$ cat src/rtl/demux_tdm_pkg.sv
// Shared types and constants for the TDM demultiplexer: FSM encoding and
// timeout counter sizing.
package demux_tdm_pkg;

   typedef enum logic {
      ST_IDLE = 1'b0,
      ST_RUN  = 1'b1
   } state_t;

   localparam int TMO_DEF = 255;

   function automatic int f_clog2(input int n);
      int r;
      r = 0;
      while ((1 << r) < n) r = r + 1;
      return r;
   endfunction

   localparam int TMO_W_DEF = f_clog2(TMO_DEF + 1);

endpackage

$ cat src/rtl/demux_slot_ctr.sv
// Slot index (Sel) counter plus inter-strobe timeout counter that saturates
// at TMO; o_tmo_hit flags the edge on which the count would reach TMO.
module demux_slot_ctr #(
   parameter int SEL_W = 2,
   parameter int TMO   = 255,
   parameter int TMO_W = 8
) (
   input  logic             i_clk,
   input  logic             i_rst,
   input  logic             i_sel_ld1,
   input  logic             i_sel_clr,
   input  logic             i_sel_inc,
   input  logic             i_tmo_clr,
   input  logic             i_tmo_en,
   output logic [SEL_W-1:0] o_sel,
   output logic             o_tmo_hit
);

   logic [SEL_W-1:0] r_sel;
   logic [TMO_W-1:0] r_tmo;

   always_ff @(posedge i_clk or posedge i_rst) begin
      if (i_rst) begin
         r_sel <= '0;
         r_tmo <= '0;
      end else begin
         if (i_sel_ld1)
            r_sel <= SEL_W'(1);
         else if (i_sel_clr)
            r_sel <= '0;
         else if (i_sel_inc)
            r_sel <= r_sel + SEL_W'(1);

         if (i_tmo_clr)
            r_tmo <= '0;
         else if (i_tmo_en && (r_tmo != TMO_W'(TMO)))
            r_tmo <= r_tmo + TMO_W'(1);
      end
   end

   assign o_sel     = r_sel;
   assign o_tmo_hit = i_tmo_en && (r_tmo == TMO_W'(TMO - 1));

endmodule

$ cat src/rtl/demux_tdm.sv
// TDM receive demultiplexer: regenerates the slot select, collects one bit
// per strobe and publishes each complete frame with a one-cycle valid pulse.
module demux_tdm
   import demux_tdm_pkg::*;
#(
   parameter int N_CH  = 4,
   parameter int SEL_W = 2,
   parameter int TMO   = TMO_DEF
) (
   input  logic             i_clk,
   input  logic             i_rst,
   input  logic             i_ent,
   input  logic             i_smp,
   input  logic             i_sync,
   output logic [N_CH-1:0]  o_sal,
   output logic [SEL_W-1:0] o_sel,
   output logic             o_vld,
   output logic             o_err
);

   localparam int TMO_W = f_clog2(TMO + 1);
   localparam logic [SEL_W-1:0] SEL_LAST = SEL_W'(N_CH - 1);

   state_t          r_state;
   logic [N_CH-2:0] r_shadow;
   logic [N_CH-1:0] r_sal;
   logic            r_vld;
   logic            r_err;

   logic [SEL_W-1:0] w_sel;
   logic             w_tmo_hit;
   logic             w_run;
   logic             w_data;
   logic             w_start;
   logic             w_resync;
   logic             w_lost;
   logic             w_last;
   logic             w_mid;
   logic             w_tmo_abort;

   assign w_run       = (r_state == ST_RUN);
   assign w_data      = w_run && i_smp && !i_sync;
   // A Sync strobe always (re)starts a frame, whether hunting or mid-frame.
   assign w_start     = i_smp && i_sync;
   assign w_resync    = w_run && w_start && (w_sel != '0);
   assign w_lost      = w_data && (w_sel == '0);
   assign w_last      = w_data && (w_sel == SEL_LAST);
   assign w_mid       = w_data && (w_sel != '0) && (w_sel != SEL_LAST);
   assign w_tmo_abort = w_run && !i_smp && w_tmo_hit && (w_sel != '0);

   demux_slot_ctr #(
      .SEL_W (SEL_W),
      .TMO   (TMO),
      .TMO_W (TMO_W)
   ) u_slot_ctr (
      .i_clk     (i_clk),
      .i_rst     (i_rst),
      .i_sel_ld1 (w_start),
      .i_sel_clr (w_lost || w_last || w_tmo_abort),
      .i_sel_inc (w_mid),
      .i_tmo_clr (!w_run || i_smp),
      .i_tmo_en  (w_run),
      .o_sel     (w_sel),
      .o_tmo_hit (w_tmo_hit)
   );

   always_ff @(posedge i_clk or posedge i_rst) begin
      if (i_rst) begin
         r_state  <= ST_IDLE;
         r_shadow <= '0;
         r_sal    <= '0;
         r_vld    <= 1'b0;
         r_err    <= 1'b0;
      end else begin
         r_vld <= 1'b0;
         r_err <= 1'b0;
         if (w_start) begin
            r_shadow[0] <= i_ent;
            r_state     <= ST_RUN;
            r_err       <= w_resync;
         end else if (w_mid) begin
            r_shadow[w_sel] <= i_ent;
         end else if (w_last) begin
            r_sal <= {i_ent, r_shadow};
            r_vld <= 1'b1;
         end else if (w_lost || w_tmo_abort) begin
            r_err   <= 1'b1;
            r_state <= ST_IDLE;
         end
      end
   end

   assign o_sal = r_sal;
   assign o_sel = w_sel;
   assign o_vld = r_vld;
   assign o_err = r_err;

endmodule

$ cat config.mk
export PLATFORM = sky130hd
export DESIGN_NAME = demux_tdm
export DESIGN_NICKNAME = d
export VERILOG_FILES = /design/src/rtl/demux_tdm_pkg.sv /design/src/rtl/demux_slot_ctr.sv /design/src/rtl/demux_tdm.sv
export SDC_FILE = /design/constraint.sdc
export NUM_CORES = 1
export LEC_CHECK = 0
export BUFFER_PORTS_ARGS = -buffer_cell sky130_fd_sc_hd__buf_2
export CELL_PAD_IN_SITES_DETAIL_PLACEMENT = 1
export CELL_PAD_IN_SITES_GLOBAL_PLACEMENT = 1
export CORE_MARGIN = 4
export CORE_UTILIZATION = 40
export CTS_CLUSTER_DIAMETER = 40
export DETAILED_ROUTE_END_ITERATION = 12
export GPL_TIMING_DRIVEN = 0
export PLACE_DENSITY_LB_ADDON = 0.2
export SETUP_SLACK_MARGIN = 0.5
export SYNTH_ARGS = -nofsm -noshare
export SYNTH_HDL_FRONTEND = slang
export SYNTH_HIERARCHICAL = 1
export SYNTH_SLANG_ARGS = --single-unit
$ cat constraint.sdc
create_clock -name i_clk -period 1.55 [get_ports i_clk]
set_input_delay 0.2325 -clock i_clk [delete_from_list [all_inputs] [get_ports i_clk]]
set_output_delay 0.2325 -clock i_clk [all_outputs]
set_load 0.02 [all_outputs]
# ---- After elaboration in Yosys (flattened, before gate mapping)
# Index checks and enable logic that the tools add are counted.
dict set report op_classes {
  add_sub_neg 2
  order_cmp 2
  eq_ne 6
  n_mux 21
  n_bitwise 2
  reduce_logical 31
}
# op count
set ops {}
lappend ops {{two-way mux 8 bit} 2}
lappend ops {{logical AND 1 bit} 15}
lappend ops {{two-way mux 1 bit} 14}
lappend ops {{adder 8 x 1 -> 8 bit (second input constant)} 1}
lappend ops {{equality test 8 bit (second input constant)} 1}
lappend ops {{!= test 8 bit (second input constant)} 1}
lappend ops {{nonzero test 2 bit} 4}
lappend ops {{two-way mux 2 bit} 3}
lappend ops {{!= test 2 bit (second input constant)} 3}
lappend ops {{AND reduction 3 bit} 2}
lappend ops {{logical OR 1 bit} 4}
lappend ops {{bitwise mux 3 bit} 1}
lappend ops {{logical NOT 1 bit} 3}
lappend ops {{< comparator 2 x 3 -> 1 bit (second input constant)} 1}
lappend ops {{nonzero test 3 bit} 1}
lappend ops {{adder 2 x 1 -> 2 bit (second input constant)} 1}
lappend ops {{demux 1 bit (select 2 bit)} 1}
lappend ops {{equality test 2 bit (second input constant)} 1}
lappend ops {{greater-or-equal comparator 2 x 1 -> 1 bit (second input constant)} 1}
lappend ops {{logical NOT 2 bit} 1}
lappend ops {{NOT 1 bit} 2}
lappend ops {{AND reduction 2 bit} 1}
dict set report word_totals {
  regBits 20
  inputBits 5
  wordCells 72
}

# ---- Logic depth before layout (Yosys ltp)
dict set report depth {
  depth_word 9
  mapped_depth 7
}

# ---- Modules after synthesis
# The synthesis kept the hierarchy.
# module instances cells_per_inst area_per_inst_um2 seq_area_each_um2
set modules_own_cells {}
lappend modules_own_cells {demux_slot_ctr 1 57 574.3 250.2}
lappend modules_own_cells {demux_tdm 1 38 479.2 250.2}

# ---- Least setup slack after synthesis
# No wires, ideal clock.
dict set report synth_timing {
  kind {register to register}
  start {register u_slot_ctr.r_tmo[0]}
  end {register u_slot_ctr.r_sel[0], in the netlist u_slot_ctr/o_sel[0]}
  t_arrival_ns 1.311
  t_required_ns 1.426
  setup_slack_ns 0.115
  path_stages_with_launch 8
  n_path_buf 0
  period_less_slack_ns 1.435
  cell_sequence {dfrtp_1 > inv_1 > ha_1 > inv_1 > nor3_1 > nor3b_1 > o21a_1 > o21bai_1}
}
dict set report synth_via {
  elab_chain_len 7
  word_cells_on_any_way 8
}
# element line_no
set synth_lines {}
lappend synth_lines {{start, declared} demux_slot_ctr.sv:20} ;# logic [TMO_W-1:0] r_tmo;
lappend synth_lines {{start signal, assigned} demux_slot_ctr.sv:37} ;# r_tmo <= r_tmo + TMO_W'(1);
lappend synth_lines {{equality test 8 bit (*)} demux_slot_ctr.sv:42} ;# assign o_tmo_hit = i_tmo_en && (r_tmo == TMO_W'(TMO - 1));
lappend synth_lines {{logical AND 1 bit (*)} demux_slot_ctr.sv:42}
lappend synth_lines {{net w_tmo_hit} demux_tdm.sv:31} ;# logic w_tmo_hit;
lappend synth_lines {{logical AND 1 bit (*) (2 in series)} demux_tdm.sv:49} ;# assign w_tmo_abort = w_run && !i_smp && w_tmo_hit && (w_sel != '0);
lappend synth_lines {{logical OR 1 bit (*)} demux_tdm.sv:59} ;# .i_sel_clr (w_lost || w_last || w_tmo_abort),
lappend synth_lines {{two-way mux 2 bit} demux_slot_ctr.sv:29} ;# else if (i_sel_clr)
lappend synth_lines {{two-way mux 2 bit} demux_slot_ctr.sv:27} ;# if (i_sel_ld1)
lappend synth_lines {{end signal, assigned} demux_slot_ctr.sv:32} ;# r_sel <= r_sel + SEL_W'(1);
lappend synth_lines {{end, declared} demux_slot_ctr.sv:19} ;# logic [SEL_W-1:0] r_sel;
# Mark *: on every way through the listed nets, which the timed path passes. The rest lies on a longest branch.
# A chain may end at the register's enable or synchronous reset.

# ---- Worst setup path in the final report
dict set report layout_timing {
  start {register u_slot_ctr.r_tmo[1]}
  end {register r_err, in the netlist o_err}
}
dict set report layout_via {
  elab_chain_len 9
}
# element line_no
set layout_lines {}
lappend layout_lines {{equality test 8 bit} demux_slot_ctr.sv:42}
lappend layout_lines {{logical AND 1 bit} demux_slot_ctr.sv:42}
lappend layout_lines {{net w_tmo_hit} demux_tdm.sv:31}
lappend layout_lines {{logical AND 1 bit (2 in series)} demux_tdm.sv:49}
lappend layout_lines {{logical OR 1 bit} demux_tdm.sv:86} ;# end else if (w_lost || w_tmo_abort) begin
lappend layout_lines {{two-way mux 1 bit} demux_tdm.sv:86}
lappend layout_lines {{two-way mux 1 bit} demux_tdm.sv:83} ;# end else if (w_last) begin
lappend layout_lines {{two-way mux 1 bit} demux_tdm.sv:81} ;# end else if (w_mid) begin
lappend layout_lines {{two-way mux 1 bit} demux_tdm.sv:77} ;# if (w_start) begin
lappend layout_lines {{end signal, assigned} demux_tdm.sv:80} ;# r_err <= w_resync;
lappend layout_lines {{end, declared} demux_tdm.sv:28} ;# logic r_err;
# The timed path passes the listed nets, and every way through them passes these cells.

==> qor.yml <==
status: "completed"
synth_nets: 102
vias: 927
topRoutingLayerUsed: "met4"
setup_tns_ns: 0
overflow: 0
netlist_top_cells_area: "dfrtp_1 (48%), mux2_2 (8.6%), nor2_1 (2.9%), a31oi_1 (2.4%), ha_1 (2.4%)"
dr_wl_met3_um: 89
cts_buffer_depth: 2
hold_viol: 0
area_growth_pct: 46.1
p_leak_nw: 0.698
antenna_cells: 0
numPortBuffers: 12
rows: 18
wirelength_um: 3160
ios: 13
track_usage: 0.204
power.density_nw_per_um2: 1540
max_freq_mhz: 703
hold_path_class: "in -> reg"
hpwlAfterDp_um: 1860
fin_skew_ns: 0.00478
die_w_um: 59.3
ant_nets: 0
drt-initial-drc-count: 19
first_pass_iters: 4
final-seq-area_um2: 513
syn_avg_cell_area_um2: 11.1
irDropWorstVdd_mv: 0.922
total_power_mw: 2.38
r2r_setup_slack_ns: 0.13
r2r_end: "o_err"
final_common_cell: "buf_6"
cts_tree: "yes"
grt_pass1_vias: 1034
cts.htree.levels: 1
clk_latency_ns: 0.30
die_y_um: 59.3
clk_pin_slew_ns: 0.11
setup.worst_path.end: "o_err"
drc_errors: 0
layout_common_cells: "buf_6 (16), buf_4 (14), dfrtp_1 (10), dfrtp_2 (10)"
period_share: 0.917
wl_met2_um: 1670
maxSlewViolCount: 0
post_dp_cell_area_um2: 1200
yosysSeqAreaShare: 0.475
cp-end-kind: "flop"
crit_required_ns: 1.74
grt_pass1_wl_um: 5210
antenna_found_initial: 0
crit_path_max_fanout: 4
maxCapViolCount: 0
met1_length_um: 1330
final_util: 0.616
core_um2: 2500
rr_worst_depth: 6
cts.sinks: 20
min_period_ns: 1.42
arrival_ns: 1.61
drive_gt1_frac: 0.575
initial_utilization: 0.421
crit_type: "reg -> reg"
slew_headroom: 0.724
setup_ws_ns: 0.128
wl_per_cell_um: 19.3
worst_slew_pin_slew_ns: 0.414
dieArea_um2: 3520
timing.rr.start: "u_slot_ctr/r_tmo[1]"
syn_inst: 95
grt_max_degree: 12
cts_root_buf: "clkbuf_4"
viasPerCell: 5.65
ys_ff_latch: 20
cp-startpoint: "u_slot_ctr/r_tmo[1]"
ys_types: 34
dpl_worst_slack_ns: 0.0612
synth_area_leader_cell: "dfrtp_1"
cts_buffers: 3
yosysTopAreaCellShare: 0.475
cp-start-kind: "flop"
design_area_um2: 1540
netlist_area_um2: 1050
yosys_warnings: 6
min_from: "i_ent"
multi_input_area_um2: 617
nFillCells: 261
setup_viol: 0
gp_congestion: 0.776
rsz0062_at_grt: "yes"
nNetsFinal: 142
==> synthesized netlist by cell type, drive strengths merged <==
cell and instances:
dfrtp 20, mux2 9, nor2 9, inv 6
nand2 5, a31oi 4, nand3 4, nor3 4
a211oi 3, and4 3, nor3b 3, o21a 3
a21oi 2, and4b 2, ha 2, nand2b 2
o21ai 2, xor2 2, and2b 1, and3 1
buf 1, nand3b 1, nand4 1, nor2b 1
o21bai 1, o221a 1, o31a 1, xnor2 1
==> worst min path at each step <==
stage                                endpoint  slack, ns  cells past startpoint
after floorplan           u_slot_ctr/r_tmo[0]       0.07                      1
after global placement               o_sal[0]       0.22                      2
after detailed placement                o_vld       0.24                      2
after CTS                         r_shadow[1]       0.21                      2
after global routing              r_shadow[2]       0.20                      2
final                             r_shadow[1]       0.22                      2
==> kinds of logic (layout without fill, tap and decap cells) <==
group,after synthesis,after routing,synth area share
buf+inv,7,46,0.0249
compound gates,17,17,0.116
xor+xnor,3,3,0.0249
fa+ha+maj,2,2,0.0237
flops,20,20,0.475
simple gates,37,37,0.235
mux,9,9,0.0998
==> worst max-delay path: stages (launching register included) <==
cell	delay, ns
dfrtp_2	0.48
ha_4	0.18
inv_2	0.05
nor3_2	0.03
nor3b_2	0.16
buf_4	0.15
o31a_1	0.25
==> metrics by stage <==
step	hold slack [ns]	std cells
floorplan	0.0725	95
global placement	0.222	137
detailed placement	0.240	137
CTS	0.208	163
global route	0.205	164
finish	0.221	164
==> repair_timing <==
item	4_1_cts	5_1_grt
cloned	0	0
hold buffers	1	0
pin swaps	7	1
hold endpoints to repair	20	0
resized for setup	42	3
setup buffers	21	1
endpoints found under the setup margin	26	27
==> cell type report <==
cell class                      instances  share of cell area
Inverter                                6              0.0163
Tap cell                               30              0.0244
Clock buffer                            4              0.0171
Timing Repair Buffer                   35               0.201
Multi-Input combinational cell         68               0.401
Sequential cell                        20               0.333
Buffer                                  1             0.00732
==> state kept, by name, indices dropped and copies added (netlist names) <==
name	cells
o_err	1
o_vld	1
o_sal	4
r_state	1
u_slot_ctr/r_tmo	8
r_shadow	3
u_slot_ctr/o_sel	2
==> report_power, final <==
group	internal, mW	switching [mW]
registers	0.682	0.194
logic	0.725	0.517
clock network	0.100	0.157
total	1.51	0.868
==> layer usage <==
layer  global-route usage  vias up
met5                    0        -
met4               0.0809        0
met3               0.0327        8
met2                0.346       31
met1                0.257      467
li1                     -      421
No activity file was read; power rests on OpenSTA's default activity.
